## src/rtl/cache_arbiter.sv

```systemverilog
`default_nettype none
// ============================================================================
// Module      : cache_arbiter
// Description : Arbitrates one physical-memory port between an instruction
//               cache (read-only) and a data cache (read + writeback).
//               A grant lasts for exactly one memory transaction and ends
//               on pmem_resp. When both caches request together, the one
//               that was not granted last wins.
// Ports       :
//   clk, reset                      - clock, synchronous active-high reset
//   i_pmem_read/address             - I-cache line-read request
//   i_pmem_rdata/resp               - I-cache returned line and completion
//   d_pmem_read/write/address/wdata - D-cache read / writeback request
//   d_pmem_rdata/resp               - D-cache returned line and completion
//   pmem_read/write/address/wdata   - command to physical memory
//   pmem_rdata/resp                 - physical memory read line, completion
// Revision    : 1.0 - initial release
// ============================================================================
module cache_arbiter #(
  parameter int line_width = 256,
  parameter int addr_width = 32
) (
  input  logic                  clk,
  input  logic                  reset,
  // instruction cache
  input  logic                  i_pmem_read,
  input  logic [addr_width-1:0] i_pmem_address,
  output logic [line_width-1:0] i_pmem_rdata,
  output logic                  i_pmem_resp,
  // data cache
  input  logic                  d_pmem_read,
  input  logic                  d_pmem_write,
  input  logic [addr_width-1:0] d_pmem_address,
  input  logic [line_width-1:0] d_pmem_wdata,
  output logic [line_width-1:0] d_pmem_rdata,
  output logic                  d_pmem_resp,
  // physical memory
  output logic                  pmem_read,
  output logic                  pmem_write,
  output logic [addr_width-1:0] pmem_address,
  output logic [line_width-1:0] pmem_wdata,
  input  logic [line_width-1:0] pmem_rdata,
  input  logic                  pmem_resp
);

  localparam logic [1:0] IDLE    = 2'd0;
  localparam logic [1:0] SERVE_I = 2'd1;
  localparam logic [1:0] SERVE_D = 2'd2;

  localparam logic GRANT_I = 1'b0;
  localparam logic GRANT_D = 1'b1;

  logic [1:0] state_q, state_d;
  logic       last_grant_q, last_grant_d;
  logic       i_req;
  logic       d_req;

  assign i_req = i_pmem_read;
  assign d_req = d_pmem_read | d_pmem_write;

  // Next-state and round-robin bookkeeping. last_grant is updated on the
  // same edge that enters a SERVE state, so a tie is resolved against the
  // most recent grant, not the one before it.
  always_comb begin
    state_d      = state_q;
    last_grant_d = last_grant_q;
    case (state_q)
      IDLE: begin
        if (i_req && d_req) begin
          if (last_grant_q == GRANT_D) begin
            state_d      = SERVE_I;
            last_grant_d = GRANT_I;
          end else begin
            state_d      = SERVE_D;
            last_grant_d = GRANT_D;
          end
        end else if (i_req) begin
          state_d      = SERVE_I;
          last_grant_d = GRANT_I;
        end else if (d_req) begin
          state_d      = SERVE_D;
          last_grant_d = GRANT_D;
        end
      end
      // A grant is held until memory completes, even if the requester
      // withdraws, so a transaction in flight is never orphaned.
      SERVE_I, SERVE_D: begin
        if (pmem_resp) begin
          state_d = IDLE;
        end
      end
      default: begin
        state_d = IDLE;
      end
    endcase
  end

  always_ff @(posedge clk) begin
    if (reset) begin
      state_q      <= IDLE;
      last_grant_q <= GRANT_D;
    end else begin
      state_q      <= state_d;
      last_grant_q <= last_grant_d;
    end
  end

  // Command and response steering. Read data fans out to both caches
  // unconditionally; only the resp pulse qualifies it.
  always_comb begin
    pmem_read    = 1'b0;
    pmem_write   = 1'b0;
    pmem_address = i_pmem_address;
    pmem_wdata   = d_pmem_wdata;
    i_pmem_resp  = 1'b0;
    d_pmem_resp  = 1'b0;
    i_pmem_rdata = pmem_rdata;
    d_pmem_rdata = pmem_rdata;
    case (state_q)
      SERVE_I: begin
        pmem_read   = i_pmem_read;
        i_pmem_resp = pmem_resp;
      end
      SERVE_D: begin
        pmem_read    = d_pmem_read;
        pmem_write   = d_pmem_write;
        pmem_address = d_pmem_address;
        d_pmem_resp  = pmem_resp;
      end
      default: begin
        pmem_read = 1'b0;
      end
    endcase
  end

endmodule
`default_nettype wire

```

## config.mk

```make
export PLATFORM = sky130hd
export DESIGN_NAME = cache_arbiter
export DESIGN_NICKNAME = d
export VERILOG_FILES = /design/src/rtl/cache_arbiter.sv
export SDC_FILE = /design/constraint.sdc
export NUM_CORES = 1
export LEC_CHECK = 0
export BUFFER_PORTS_ARGS = -buffer_cell sky130_fd_sc_hd__buf_4
export CAP_MARGIN = 10
export CORE_AREA = 4 4 538 540
export CTS_CLUSTER_SIZE = 30
export DETAILED_ROUTE_END_ITERATION = 16
export DIE_AREA = 0 0 542 544
export PLACE_DENSITY = 0.3
export SETUP_SLACK_MARGIN = 0.5
export SLEW_MARGIN = 20
export SYNTH_ARGS = -nofsm -noshare
export SYNTH_HDL_FRONTEND = slang
export SYNTH_SLANG_ARGS = --single-unit
```

## constraint.sdc

```tcl
create_clock -name clk -period 4 [get_ports clk]
set_input_delay 0.8 -clock clk [delete_from_list [all_inputs] [get_ports clk]]
set_output_delay 0.8 -clock clk [all_outputs]
set_load 0.005 [all_outputs]
```

==> metrics.txt, run 1 <==
status finished clean; post-synthesis cell type count 21; Pleak 0.773 nW; Achievable Freq 0.355 GHz; Worst-Skew Late Latency 0.23 ns; core area 284000 sq um; Post-Syn Area per Cell 7.69 sq um; Detailed Place HPWL 161000 um; Pre-antenna DRT Iters 4; CP Max Fanout 17; initial antenna violation count 40; Resize count post-CTS 0; 1st-iter DRT viols 147; Post-Syn Nets 1416; Worst IR Drop VDD 0.000108 V; Die Footprint 295000 sq um; Final Net Count 756; Tot GR Track Use 0.106; crit share post-route 0.703; clock tree buffer depth 2; Yosys reg bits 3; critical path class reg -> out; max-slew violations 0; commonest non-fill, non-tap cell in the layout buf_4; first-pass GRT wire length 172000 um; Clock Skew 0.000412 ns; Yosys top cell by area buf_4; CTS sink cnt 3; cell repeated most along the worst path buf_4; via count 2924; multi-input logic area 534 sq um; Seq/Total Area, Yosys 0.00941; final hold vios 0; H-tree depth 1; share of post-route cells with drive strength above 1 0.852; setup bufs post-CTS 0; post-DR vias/cell 0.744; most frequent cells in the layout buf_4, mux2_2; Register Area 60.1 sq um; HP Class reg -> reg; die height 544 um; cell count after synthesis 830; Worst Tran Pin Value 0.456 ns; ranking of synthesized cells by area buf_4, mux2_2, dfxtp_1; vias in the first global route 2847; IO Pins 1386; hold_buf cts 0; crit-path cells inv_1 > ha_2 > buf_4 > mux2_2 > buf_4; Area growth syn-to-layout -2.98%; Routed WL 165000 um; max-cap violation count 0; Syn. warnings 0; cell area power density 81.6 nW/um^2; worst hold slack 0.531 ns; biggest cell delay along the critical path 0.48 ns; row count 196; RSZ-0062 raised after global routing no; Max stage delay cell, worst path ha_2; DRC 0; crit end category output port; root buffer cell clkbuf_16; CP Launch Type flip-flop; Placer Congestion 0.740; Worst Setup Slack, final 1.19 ns; fill count 34100; I/O Buffers 105; total gr overflow 0; CTS tree built; Worst Path Required 3.20 ns; Initial Utilization 0.0224; DP Worst Slack 1.38 ns; Inserted Clock Buffers 3; setup TNS 0 ns; largest net degree at the start of global routing 18; Placed Instances 3927; Worst-path clk slew 0.03 ns; antenna-violating nets left 0; CP arrival 2.01 ns; non-filler cells, final 3932; fin crit period 2.81 ns; share of the synthesized area in the top cell type 0.903; # setup viols final 0; synthesized area 6380 sq um; WL/cell 42.0 um; relative slew slack 0.696; die width 542 um
## flip-flops by register name, summed over array words and instances, names as in the netlist
register / cells
state_q: 2
last_grant_q: 1
## worst max-delay path: cells and delay by family (launching register included)
kind       cells  cell delay (ns)
buf+inv        3             0.59
fa+ha+maj      1             0.48
mux            1             0.38
flops          1             0.32
## kinds of logic (layout without fill, tap and decap cells)
group           after synthesis  after routing  synth area share
buf+inv                     774            113             0.907
simple gates                 10             10            0.0102
fa+ha+maj                     4              4           0.00784
mux                          32             32            0.0564
other cells                   0              1                 0
flops                         3              3           0.00941
compound gates                7              7           0.00882
## per-stage QoR
| stage | util | area, sq um | power, W |
|---|---|---|---|
| final | 0.0218 | 6190 | 0.000506 |
| after global routing | 0.0218 | 6190 | 0.000533 |
| after CTS | 0.0218 | 6190 | 0.000518 |
| after detailed placement | 0.0215 | 6110 | 0.000353 |
| after global placement | 0.0215 | 6110 | 0.000352 |
| after floorplan | - | 6380 | 0.000764 |
## layer usage
metal,global-route usage,vias up,part of all wire
met4,0.0404,12,0.044
met2,0.150,1391,0.40
li1,-,443,-
met5,0.0159,-,0.0042
met1,0.0323,745,0.10
met3,0.225,333,0.45
## power breakdown
group	internal, W	leakage, nW	switching, W	total [W]
clock network	0.000132	0.0382	0.0000282	0.000160
logic	0.000161	0.710	0.000146	0.000306
registers	0.0000349	0.0248	0.00000447	0.0000393
total	0.000327	0.773	0.000178	0.000506
## layout make-up
class                      count  share of cell area
antenna                        1            0.000404
clock buffer                   4              0.0127
inverter                       2             0.00121
multi-input combinational     53              0.0863
sequential                     3             0.00970
tap                         3762               0.760
timing repair buffer         107               0.130
## worst paths after layout
| path | start | end | slack, ns | cells after the start |
|---|---|---|---|---|
| worst min register to register | state_q[0]$_SDFFE_PP0P_ | state_q[0]$_SDFFE_PP0P_ | 0.53 | 1 |
| worst max register to register | state_q[0]$_SDFFE_PP0P_ | state_q[0]$_SDFFE_PP0P_ | 2.49 | 5 |
| worst max-delay path | state_q[0]$_SDFFE_PP0P_ | pmem_address[30] | 1.19 | 5 |
| worst min-delay path | state_q[0]$_SDFFE_PP0P_ | state_q[0]$_SDFFE_PP0P_ | 0.53 | 1 |
## cell usage after synthesis
cell type	n
a221o_1	1
buf_4	768
clkbuf_1	1
and2_1	3
or4b_4	1
nand2_1	1
and3b_1	1
ha_1	4
nor2b_1	1
mux2_2	31
a22oi_1	1
a21oi_2	1
o21a_1	1
a21oi_1	1
nand2b_1	1
nor2_1	2
dfxtp_1	3
a22o_1	2
inv_1	2
buf_2	3
mux2_1	1
Note: power is estimated with default switching activity, not from simulation.
==> run 2, diff against run 1 <==
--- a/config.mk
+++ b/config.mk
@@ -5,12 +5,13 @@
 export SDC_FILE = /design/constraint.sdc
 export NUM_CORES = 1
 export LEC_CHECK = 0
+export ABC_AREA = 1
 export BUFFER_PORTS_ARGS = -buffer_cell sky130_fd_sc_hd__buf_4
 export CAP_MARGIN = 10
-export CORE_AREA = 4 4 538 540
+export CORE_AREA = 4 4 534 536
 export CTS_CLUSTER_SIZE = 30
 export DETAILED_ROUTE_END_ITERATION = 16
-export DIE_AREA = 0 0 542 544
+export DIE_AREA = 0 0 538 540
 export PLACE_DENSITY = 0.3
 export SETUP_SLACK_MARGIN = 0.5
 export SLEW_MARGIN = 20
==> constraint.sdc (replaced) <==
create_clock -name clk -period 2.7 [get_ports clk]
set_input_delay 0.54 -clock clk [delete_from_list [all_inputs] [get_ports clk]]
set_output_delay 0.54 -clock clk [all_outputs]
set_load 0.005 [all_outputs]
==> metrics.txt, run 2 <==
crit share post-route 0.791; Register Area 60.1 sq um (unchanged); Worst Tran Pin Value 0.231 ns (-0.225 ns); die height 540 um (-0.74%); max-slew violations 0 (unchanged); final hold vios 0 (unchanged); cell count after synthesis 841 (+1.3%); status finished clean; main combinational cell family by area after synthesis buffers and inverters; r2r endpoint state_q[1]$_SDFFE_PP0P_; largest net degree at the start of global routing 25 (+7); CP Max Fanout 24 (+7); I/O Buffers 105 (unchanged); crit end category output port; Placed Instances 3919 (-0.20%); Pleak 0.924 nW (+19%); CTS tree built; biggest cell delay along the critical path 0.37 ns (-0.11 ns); Clock Skew 0.00495 ns (+0.00454 ns); share of post-route cells with drive strength above 1 0.800 (-0.0521); Post-Syn Area per Cell 7.79 sq um (+1.3%); Die Footprint 291000 sq um (-1.5%); first-pass GRT wire length 169000 um (-1.9%); max reg flops 2 (unchanged); DP Worst Slack 0.798 ns (-0.581 ns); post-synthesis cell type count 16 (-24%); ys async rst share 0 (unchanged); Synth Area in Adders 0.00764 (-0.000202); Max stage delay cell, worst path mux2_2; Post-synth top cells buf_4, mux2_4, nand2_1, inv_1, ha_1; initial antenna violation count 39 (-2.5%); Worst Reg-to-Reg Cells 6 (+1); setup TNS 0 ns (unchanged); IO Pins 1386 (unchanged); die width 538 um (-0.74%); fin crit period 2.14 ns; Final Net Count 767 (+1.5%); EDFF count, synth 0 (unchanged); Worst-Skew Late Latency 0.23 ns (about the same); multi-input logic area 624 sq um (+17%); Psw 0.000329 W (+84%); Yosys reg bits 3 (unchanged); setup bufs post-CTS 0 (unchanged); worst hold slack 0.478 ns (-0.0528 ns); Simple-Gate Fraction of Synth Area 0.00878 (-0.00141); Post-Syn Nets 1427 (+0.78%); Worst Path Required 2.16 ns (-1.04 ns); max-cap violation count 0 (unchanged); Pre-antenna DRT Iters 4 (unchanged); relative slew slack 0.844 (+0.148); Top reg by flops state_q; CP Launch Type flip-flop; ranking of synthesized cells by area buf_4, mux2_4, buf_12; fill count 33500 (-1.7%); RSZ-0062 raised after global routing no; Routed WL 162000 um (-2.0%); Post-DP Area 6220 sq um (+1.7%); Achievable Freq 0.468 GHz; combinational share of power 0.658 (+0.052); row count 195 (-0.51%); clock tree buffer depth 2 (unchanged); via count 2831 (-3.2%); most frequent cells in the layout buf_4, mux2_4, nand2_1; commonest non-fill, non-tap cell in the layout buf_4; total gr overflow 0 (unchanged); WL/cell 41.2 um (-1.8%); post-synthesis compound-gate area fraction 0.00630 (-0.00252); Syn. warnings 0 (unchanged); Placer Congestion 0.765 (+3.3%); critical path class reg -> out; HP Class reg -> reg; Detailed Place HPWL 158000 um (-1.9%); CP arrival 1.60 ns (-0.41 ns); Tot GR Track Use 0.106 (-0.000378); root buffer cell clkbuf_16; Area growth syn-to-layout -3.88%; Largest regs state_q: 2 flops, last_grant_q: 1 flops; share of the synthesized area in the top cell type 0.880 (-0.0233); Inserted Clock Buffers 3 (unchanged); crit-path cells inv_1 > ha_2 > buf_12 > mux2_2 > buf_4; Critical path destination pmem_address[26]; post-DR vias/cell 0.721 (-3.0%); Worst IR Drop VDD 0.000120 V (+12%); fin area 6300 sq um (+1.7%); antenna-violating nets left 0 (unchanged); H-tree depth 1 (unchanged); non-filler cells, final 3924 (-0.20%); # setup viols final 0 (unchanged); clock network fraction of total power 0.276 (-0.040); reg2reg start state_q[0]$_SDFFE_PP0P_; Worst Setup Slack, final 0.565 ns (-0.622 ns); crit path launch state_q[0]$_SDFFE_PP0P_; P_int 0.000527 W (+61%); 1st-iter DRT viols 166 (+13%); Worst-path clk slew 0.03 ns (about the same); Seq pwr share 0.066 (-0.012); Resize count post-CTS 0 (unchanged); synthesized area 6550 sq um (+2.6%); hold_buf cts 0 (unchanged); core area 281000 sq um (-1.3%); Seq/Total Area, Yosys 0.00917 (-0.000243); Yosys top cell by area buf_4; DRC 0 (unchanged); Initial Utilization 0.0233 (+0.000893); vias in the first global route 2866 (+0.67%); xor and xnor area share after synthesis 0 (unchanged); mux cell area share after synthesis 0.0722 (+0.0157); cell area power density 136 nW/um^2 (+66%); most instantiated library cell after synthesis buf_4; sw frac 0.384 (+0.0316); CTS sink cnt 3 (unchanged); r2r setup slk 1.51 ns (-0.98 ns); main flop type after synthesis dfxtp_1
[run 2: final cells by class]
type,instances,share of cell area
inverter,9,0.00536
sequential,3,0.00954
antenna,1,0.000397
clock buffer,4,0.0125
tap,3743,0.744
timing repair buffer,107,0.130
multi-input combinational,57,0.0991
[run 2: power by group through the flow]
stage                     registers [W]  clock network, W  logic, W
final                         0.0000568          0.000236  0.000563
after global routing          0.0000572          0.000239  0.000603
after CTS                     0.0000568          0.000240  0.000579
after detailed placement      0.0000574                 0  0.000578
after global placement        0.0000569                 0  0.000575
after floorplan               0.0000562                 0   0.00116
[run 2: through the flow]
step	util	power, W
finish	0.0224	0.000856
global route	0.0224	0.000899
CTS	0.0224	0.000876
detailed placement	0.0221	0.000635
global placement	0.0221	0.000632
floorplan	-	0.00121
[run 2: how the worst min path moves through the flow]
stage / from / end / depth (start not counted) / slack, ns
finish: last_grant_q$_SDFFE_PP1P_ / last_grant_q$_SDFFE_PP1P_ / 2 / 0.48
global route: last_grant_q$_SDFFE_PP1P_ / last_grant_q$_SDFFE_PP1P_ / 2 / 0.50
CTS: last_grant_q$_SDFFE_PP1P_ / last_grant_q$_SDFFE_PP1P_ / 2 / 0.48
detailed placement: last_grant_q$_SDFFE_PP1P_ / last_grant_q$_SDFFE_PP1P_ / 2 / 0.47
global placement: last_grant_q$_SDFFE_PP1P_ / last_grant_q$_SDFFE_PP1P_ / 2 / 0.46
floorplan: last_grant_q$_SDFFE_PP1P_ / last_grant_q$_SDFFE_PP1P_ / 2 / 0.44
[run 2: logic make-up (layout without fill, tap and decap cells)]
family | after synthesis | after routing
buffers and inverters | 781 | 120
muxes | 32 | 32
and+or+nand+nor | 14 | 14
AOI/OAI and AO/OA | 7 | 7
adders and majority gates | 4 | 4
DFF | 3 | 3
other | 0 | 1
[run 2: metal layers]
layer | vias to the layer above | GRT usage | part of all wire
met4 | 10 | 0.0386 | 0.045
met3 | 367 | 0.212 | 0.43
met2 | 1278 | 0.149 | 0.39
met1 | 711 | 0.0405 | 0.13
met5 | - | 0.00849 | 0.0022
li1 | 465 | - | -
[run 2: worst max-delay path: cells and delay by family (launching register included)]
kind	cells	cell delay (ns)
adders and majority gates	1	0.21
buffers and inverters	3	0.45
DFF	1	0.32
muxes	1	0.37
